File: src/rtl/cal_seq.sv
// cal_seq: sequencer computing sum(1..N), one accumulate step per N_COMPUTE clocks.
// Optional define CAL_SEQ_SATURATE_EN clamps the sum to all-ones on carry.
//
// Ports:
//   clk, rst_n  : clock, asynchronous active-low reset
//   start       : level run request, rising edge launches a run
//   n_in        : upper bound N, sampled on launch
//   acc_clr     : one-cycle accumulator clear pulse
//   acc_en      : one-cycle accumulate pulse per step
//   operand     : index added on acc_en, held between steps
//   sum_value   : registered running/final sum
//   busy, done  : run status
//   overflow    : sticky carry-out of the current run
module cal_seq #(
    parameter int BITWIDTH  = 8,
    parameter int N_COMPUTE = 2
) (
    input  logic                clk,
    input  logic                rst_n,
    input  logic                start,
    input  logic [BITWIDTH-1:0] n_in,
    output logic                acc_clr,
    output logic                acc_en,
    output logic [BITWIDTH-1:0] operand,
    output logic [BITWIDTH-1:0] sum_value,
    output logic                busy,
    output logic                done,
    output logic                overflow
);

    localparam int PW       = $clog2(N_COMPUTE + 1);
    localparam int PRE_LAST = (N_COMPUTE > 1) ? N_COMPUTE - 2 : 0;
    localparam bit ONE_CLK  = (N_COMPUTE == 1);

    typedef enum logic [2:0] {
        S_IDLE,
        S_CLEAR,
        S_WAIT,
        S_STEP,
        S_DONE
    } state_t;

    state_t              r_state;
    state_t              w_next;
    logic                r_start_d;
    logic [BITWIDTH-1:0] r_n;
    logic [BITWIDTH-1:0] r_i;
    logic [BITWIDTH-1:0] r_op;
    logic [BITWIDTH-1:0] r_sum;
    logic                r_ovf;
    logic [PW-1:0]       r_pre;
    logic                w_launch;
    logic                w_pre_end;
    logic [BITWIDTH:0]   w_add;
    logic                w_clr;
    logic                w_en;
    logic                w_busy;
    logic                w_done;

    assign w_launch  = start & ~r_start_d;
    assign w_pre_end = (r_pre == PW'(PRE_LAST));
    assign w_add     = {1'b0, r_sum} + {1'b0, r_i};

    always_ff @(posedge clk or negedge rst_n) begin
        if (!rst_n) begin
            r_state <= S_IDLE;
        end else begin
            r_state <= w_next;
        end
    end

    always_comb begin
        w_next = r_state;
        w_clr  = 1'b0;
        w_en   = 1'b0;
        w_busy = 1'b0;
        w_done = 1'b0;
        unique case (r_state)
            S_IDLE: begin
                if (w_launch) w_next = S_CLEAR;
            end
            S_CLEAR: begin
                w_clr  = 1'b1;
                w_busy = 1'b1;
                if (!start)              w_next = S_IDLE;
                else if (r_n == '0)      w_next = S_DONE;
                else if (ONE_CLK)        w_next = S_STEP;
                else                     w_next = S_WAIT;
            end
            S_WAIT: begin
                w_busy = 1'b1;
                if (!start)              w_next = S_IDLE;
                else if (w_pre_end)      w_next = S_STEP;
            end
            S_STEP: begin
                w_en   = 1'b1;
                w_busy = 1'b1;
                if (!start)              w_next = S_IDLE;
                else if (r_i == r_n)     w_next = S_DONE;
                else if (ONE_CLK)        w_next = S_STEP;
                else                     w_next = S_WAIT;
            end
            S_DONE: begin
                w_done = 1'b1;
                if (!start) w_next = S_IDLE;
            end
            default: w_next = S_IDLE;
        endcase
    end

    // An aborting STEP still commits its add, since acc_en is already out.
    always_ff @(posedge clk or negedge rst_n) begin
        if (!rst_n) begin
            r_start_d <= 1'b0;
            r_n       <= '0;
            r_i       <= '0;
            r_op      <= '0;
            r_sum     <= '0;
            r_ovf     <= 1'b0;
            r_pre     <= '0;
        end else begin
            r_start_d <= start;
            unique case (r_state)
                S_IDLE: begin
                    if (w_launch) r_n <= n_in;
                end
                S_CLEAR: begin
                    r_sum <= '0;
                    r_ovf <= 1'b0;
                    r_i   <= BITWIDTH'(1);
                    r_pre <= '0;
                end
                S_WAIT: begin
                    r_pre <= w_pre_end ? '0 : r_pre + PW'(1);
                end
                S_STEP: begin
                    r_op  <= r_i;
                    r_i   <= r_i + BITWIDTH'(1);
                    r_ovf <= r_ovf | w_add[BITWIDTH];
                    r_pre <= '0;
`ifdef CAL_SEQ_SATURATE_EN
                    // Once clamped, every later add carries, so it stays clamped.
                    r_sum <= w_add[BITWIDTH] ? '1 : w_add[BITWIDTH-1:0];
`else
                    r_sum <= w_add[BITWIDTH-1:0];
`endif
                end
                default: begin
                end
            endcase
        end
    end

    assign acc_clr   = w_clr;
    assign acc_en    = w_en;
    assign busy      = w_busy;
    assign done      = w_done;
    assign operand   = (r_state == S_STEP) ? r_i : r_op;
    assign sum_value = r_sum;
    assign overflow  = r_ovf;

endmodule

File: config.mk
export PLATFORM = sky130hd
export DESIGN_NAME = cal_seq
export DESIGN_NICKNAME = d
export VERILOG_FILES = /design/src/rtl/cal_seq.sv
export SDC_FILE = /design/constraint.sdc
export NUM_CORES = 1
export LEC_CHECK = 0
export ABC_AREA = 1
export BUFFER_PORTS_ARGS = -buffer_cell sky130_fd_sc_hd__buf_2
export CAP_MARGIN = 25
export CORE_MARGIN = 10
export CORE_UTILIZATION = 60
export DETAILED_ROUTE_END_ITERATION = 10
export PLACE_DENSITY = 0.83
export SYNTH_ARGS = -nofsm -noshare
export SYNTH_HDL_FRONTEND = slang
export SYNTH_SLANG_ARGS = --single-unit
File: constraint.sdc
create_clock -name clk -period 3.4 [get_ports clk]
set_clock_uncertainty 0.2 [all_clocks]
set_input_delay 0 -clock clk [delete_from_list [all_inputs] [get_ports clk]]
set_output_delay 0 -clock clk [all_outputs]
set_load 0.02 [all_outputs]
==> results.yml, run 1 <==
sta:
  max_freq_ghz: 0.4246
  setup_tns_ns: 0
  tightest_slew_ns: 0.8555
  period_share_pct: 69.27
  period_needed_ns: 2.355
  slew_viol_final: 0
  rsz0062_at_grt: "false"
  finalSetupViolations: 0
  slew_headroom_pct: 42.97
  hold_viol: 0
floorplan:
  core_area_um2: 3661
  die_h_um: 81.54
  pin_count: 32
  die_w_um: 81.54
  start_util_pct: 62.06
  num_rows: 22
  dieArea_um2: 6649
setup_path:
  cpLargestDelayFamily: "simple AND/OR/NAND/NOR gates"
  crit_chain: "inv_1, nor2_2, nand2_1, inv_2, nor2_1, nor2_1, buf_2"
  end_kind: "primary output"
  startpoint_type: "flip-flop"
  r2r_cells: 9
  crit_type: "flip-flop to primary output"
  r2r-end: "sum_value[6]$_DFFE_PN0N_"
  arrival_ns: 2.16
  crit_required_ns: 3.20
  r2r_slack_ns: 1.33
  cpPeakStageDelay_ns: 0.48
  slowest_stage: "nand2_1"
  r2r-start: "r_i[0]$_DFFE_PN0N_"
  crit_buf_inv: 3
  crit_top_cell: "nor2_1"
  cp_max_fo: 20
cells_and_area:
  drive_above_1_share_pct: 16.27
  stdcell_count: 386
  antenna_cells: 0
  final_cell_mix: "96 x nand2_1, 39 x dfrtp_1, 32 x inv_1"
  layout_commonest_cell: "nand2_1"
  fin_area_um2: 2616
  syn_to_final_growth_pct: 15.14
  nets: 360
clocking:
  clk_latency_ns: 0.30
  clk_path_buf_depth: 2
  postCtsSetupBuffers: 0
  clk_pin_slew_worst_paths_ns: 0.08
  h-tree-depth: 2
  cts_tree: "built"
  clockRootBuffer: "clkbuf_8"
  cts_sinks: 39
  cts_buffers: 5
yosys:
  synth_top_family_by_area: "simple AND/OR/NAND/NOR gates"
  syn_inst: 294
  yosysSeqAreaShare_pct: 42.95
  synth_xor_area_share_pct: 0.7709
  ys_ff_latch: 39
  synth_cell_types: 31
  netlist_area_um2: 2272
  synth_adder_area_share_pct: 6.938
  synth-simple-area-share_pct: 29.41
  synth-compound-area-share_pct: 11.84
  syn_area_per_cell_um2: 7.729
  syn-num-nets: 317
  synthMuxAreaShare_pct: 0
  ys_warn_count: 0
place:
  routabilityCongestion: 0.8135
  hpwl_mm: 3.517
  placed_area_um2: 2435
  portBuffers: 31
  placedCellCount: 368
route:
  wl_mm: 4.842
  wl_per_cell_um: 12.54
  drt_pre_antenna_iters: 5
  vias_per_cell: 5.194
  drc: 0
  dr_total_vias: 2005
  drtIter0Drc: 111
  detail-route-antenna-nets: 0
global_route:
  antenna_found_initial: 0
  grt_pass1_wl_mm: 8.576
  grt_max_degree: 40
  grt-ovfl-total: 0
  grt_pass1_vias: 1992
  grtUsageTotal_pct: 16.30
pwr:
  irDropWorstVdd_mv: 0.3832
  power.static_leakage_uw: 0.001443
  powerDensity_nw_per_um2: 630.1
  p_total_uw: 1649
hold_path:
  min_path_type: "primary input to asynchronous set/reset pin"
status:
  status: "completed"
flow_run:
  drv_cap: 0
[how the worst max path moves through the flow]
stage / cells after the start / slack, ns / to / from
after floorplan: 4 / 1.44 / sum_value[2]$_DFFE_PN0N_ / sum_value[0]$_DFFE_PN0N_
after global placement: 5 / 1.38 / sum_value[2]$_DFFE_PN0N_ / r_state[1]$_DFFE_PN0P_
after detailed placement: 7 / 1.35 / operand[6] / r_state[1]$_DFFE_PN0P_
after CTS: 7 / 1.03 / operand[6] / r_state[1]$_DFFE_PN0P_
after global routing: 7 / 0.84 / operand[6] / r_state[1]$_DFFE_PN0P_
final: 7 / 1.04 / operand[6] / r_state[1]$_DFFE_PN0P_
[synthesized netlist by cell type, drive strengths merged]
master	n	area share, %
xnor2	1	0.39
xor2	1	0.39
buf	5	2.3
nor2	35	6.4
dfrtp	39	43
a32o	1	0.44
or2	1	0.28
a21oi	16	3.5
ha	11	6.1
o22ai	1	0.55
o221ai	1	0.39
o32ai	1	0.39
fa	1	0.88
o31ai	1	0.33
a22o	2	0.77
a21o	1	0.33
a31oi	1	0.28
nand2	96	16
nand4	4	1.1
nor3	1	0.22
nand3	22	5.5
o21a	1	0.33
o21ai	16	4.5
inv	35	5.8
[cell families after synthesis]
family	after synthesis
AO/OA/AOI/OAI	42
XOR/XNOR	2
adder cells (fa/ha/maj)	12
buffers and inverters	40
flip-flops	39
AND/OR/NAND/NOR	159
[area by class of cell]
cell class / instances / area, µm²
clock buffer: 7 / 76.32
clock inverter: 1 / 5.005
fill: 302 / 1045
inverter: 35 / 131.4
multi-input combinational: 215 / 1112
sequential: 39 / 975.9
tap: 48 / 60.06
timing repair buffer: 41 / 255.2
[stage by stage]
stage	hold WS (ns)	setup WS (ns)	util, %
global route	0.2254	0.8387	71.46
floorplan	-0.4956	1.443	-
CTS	0.1698	1.035	71.46
finish	0.1441	1.045	71.46
detailed placement	-0.05277	1.346	66.51
global placement	-0.05252	1.382	66.51
[what timing repair did]
| item | CTS | global route |
|---|---|---|
| hold buffers | 10 | 0 |
| endpoints found under the hold margin | 51 | 0 |
| resized for setup | 0 | 0 |
[layer usage]
layer	share of wire [%]	wire length, µm	vias up	global-route usage, %
met4	1.8	87	0	8.131
met5	0	0	-	0
met3	6.2	302	9	4.367
met2	48	2317	38	28.04
li1	-	-	1034	-
met1	44	2135	924	18.20
[report_power, final]
group          switching [µW]  internal [µW]
logic                     448            228
clock network             156            144
registers                99.9            573
[registers in the layout (all words and copies together), names as in the netlist]
name,cells
overflow,1
r_i,8
r_n,8
r_op,8
r_pre,2
r_start_d,1
r_state,3
sum_value,8
[worst register-to-register path: cells and delay by family (launching register included)]
kind,cells,cell delay (ns)
flops,1,0.49
compound gates,1,0.15
fa+ha+maj,2,0.68
simple gates,6,0.45
Power figures use the tool's default switching activity.
==> run 2, diff against run 1 <==
- CORE_UTILIZATION: 60 -> 57
- PLACE_DENSITY: 0.83 -> 0.79
- clock period: 3.4 -> 2.3 ns (I/O delays scaled with it)
==> results.yml, run 2 (same netlist as run 1, synthesis figures left out) <==
flow_run:
  drv_cap: 0
cells_and_area:
  final_cell_mix: "96 x nand2_1, 39 x dfrtp_1, 32 x inv_1"
  nFillCells: 313
  multi_input_area_um2: 1112
  ff_latch_area_um2: 975.9
  antenna_cells: 0
  layout_commonest_cell: "nand2_1"
  drive_above_1_share_pct: 16.57
  syn_to_final_growth_pct: 15.42
  nets: 362
setup_path:
  r2r_cells: 4
  r2r-end: "sum_value[2]$_DFFE_PN0N_"
  critPathLaunch: "r_i[0]$_DFFE_PN0N_"
  cp_max_fo: 8
  crit_path_end: "sum_value[2]$_DFFE_PN0N_"
  cpPeakStageDelay_ns: 0.47
  crit_chain: "ha_1, fa_1, or2_2, a32o_1"
  startpoint_type: "flip-flop"
  end_kind: "flip-flop"
  crit_type: "flip-flop to flip-flop"
  crit_buf_inv: 0
  r2r_slack_ns: 0.29
  r2r-start: "r_i[0]$_DFFE_PN0N_"
  critical_path_depth: 4
  arrival_ns: 1.98
  crit_required_ns: 2.28
  slowest_stage: "dfrtp_1"
  cpLargestDelayFamily: "adder cells"
floorplan:
  dieArea_um2: 6911
  num_rows: 22
  core_area_um2: 3744
  start_util_pct: 60.70
  die_h_um: 83.14
  pin_count: 32
  die_w_um: 83.14
clocking:
  clk_path_buf_depth: 2
  cts_sinks: 39
  cts_tree: "built"
  clk_latency_ns: 0.29
  cts_buffers: 5
  clockRootBuffer: "clkbuf_8"
  ctsResizeCount: 0
  clk_pin_slew_worst_paths_ns: 0.07
  h-tree-depth: 2
sta:
  slew_viol_final: 0
  finalSetupViolations: 0
  slew_headroom_pct: 42.81
  setup_tns_ns: 0
  max_freq_ghz: 0.4978
  hold_ws_ns: 0.1582
  hold_viol: 0
  tightest_slew_ns: 0.8578
  rsz0062_at_grt: "false"
  period_share_pct: 87.34
  period_needed_ns: 2.009
route:
  vias_per_cell: 5.197
  drtIter0Drc: 68
  drt_pre_antenna_iters: 4
  wl_mm: 4.848
  wl_per_cell_um: 12.56
  detail-route-antenna-nets: 0
  drc: 0
  dr_total_vias: 2006
place:
  portBuffers: 31
  hpwl_mm: 3.584
  routabilityCongestion: 0.8128
global_route:
  grt_pass1_wl_mm: 8.687
  grt_pass1_vias: 1981
  grt-ovfl-total: 0
  grt_max_degree: 40
  grtUsageTotal_pct: 14.70
  antenna_found_initial: 0
pwr:
  powerDensity_nw_per_um2: 929.1
  irDropWorstVdd_mv: 0.6141
  power.static_leakage_uw: 0.001446
status:
  status: "completed"
hold_path:
  min_path_type: "primary input to asynchronous set/reset pin"
==> run 2: changes by cell type in the layout (fill, tap and decap cells not counted), sizes merged <==
cell,previous run,this run
buf,31,33
clkbuf,7,6
clkinv,1,0
==> run 2: worst min-delay path by stage <==
stage	cells after the start	startpoint	endpoint
6_report	2	rst_n	sum_value[4]$_DFFE_PN0N_
3_3_place_gp	1	rst_n	sum_value[1]$_DFFE_PN0N_
4_1_cts	2	rst_n	sum_value[4]$_DFFE_PN0N_
3_5_place_dp	1	rst_n	sum_value[1]$_DFFE_PN0N_
5_1_grt	2	rst_n	sum_value[2]$_DFFE_PN0N_
2_1_floorplan	0	rst_n	overflow$_DFFE_PN0N_
==> run 2: per-layer routing <==
| layer | GRT usage, % | vias to the layer above | wire (µm) |
|---|---|---|---|
| li1 | - | 1038 | - |
| met1 | 16.85 | 924 | 2203 |
| met2 | 25.42 | 37 | 2349 |
| met3 | 4.297 | 7 | 247 |
| met4 | 4.769 | 0 | 47 |
| met5 | 0 | - | 0 |
==> run 2: power breakdown <==
part / internal [µW] / total, µW / switching (µW)
sequential: 847 / 992 / 145
clock: 202 / 421 / 219
combinational: 354 / 1020 / 670
total: 1400 / 2440 / 1030
==> run 2: metrics by stage <==
| stage | setup WS (ns) | instances | area (µm²) | util, % | power (µW) |
|---|---|---|---|---|---|
| 2_1_floorplan | 0.3433 | 294 | 2272 | - | 1758 |
| 6_report | 0.2913 | 386 | 2623 | 70.05 | 2437 |
| 5_1_grt | 0.1406 | 386 | 2623 | 70.05 | 2640 |
| 3_3_place_gp | 0.3272 | 370 | 2450 | 65.44 | 1979 |
| 4_1_cts | 0.2862 | 386 | 2623 | 70.05 | 2449 |
| 3_5_place_dp | 0.2992 | 370 | 2450 | 65.44 | 2013 |
==> run 2: what timing repair did <==
action / 4_1_cts / 5_1_grt
setup buffers: 0 / 0
hold buffers: 10 / 0
endpoints found under the hold margin: 51 / 0
==> run 2: final cells by class <==
class,count,area share (%)
multi-input combinational,215,42.41
tap,48,2.290
inverter,35,5.010
timing repair buffer,43,10.31
clock buffer,6,2.767
sequential,39,37.21
==> run 2: worst register-to-register path, stage by stage, from the launching register on <==
cell	delay [ns]
dfrtp_1	0.47
ha_1	0.26
fa_1	0.41
or2_2	0.31
a32o_1	0.25
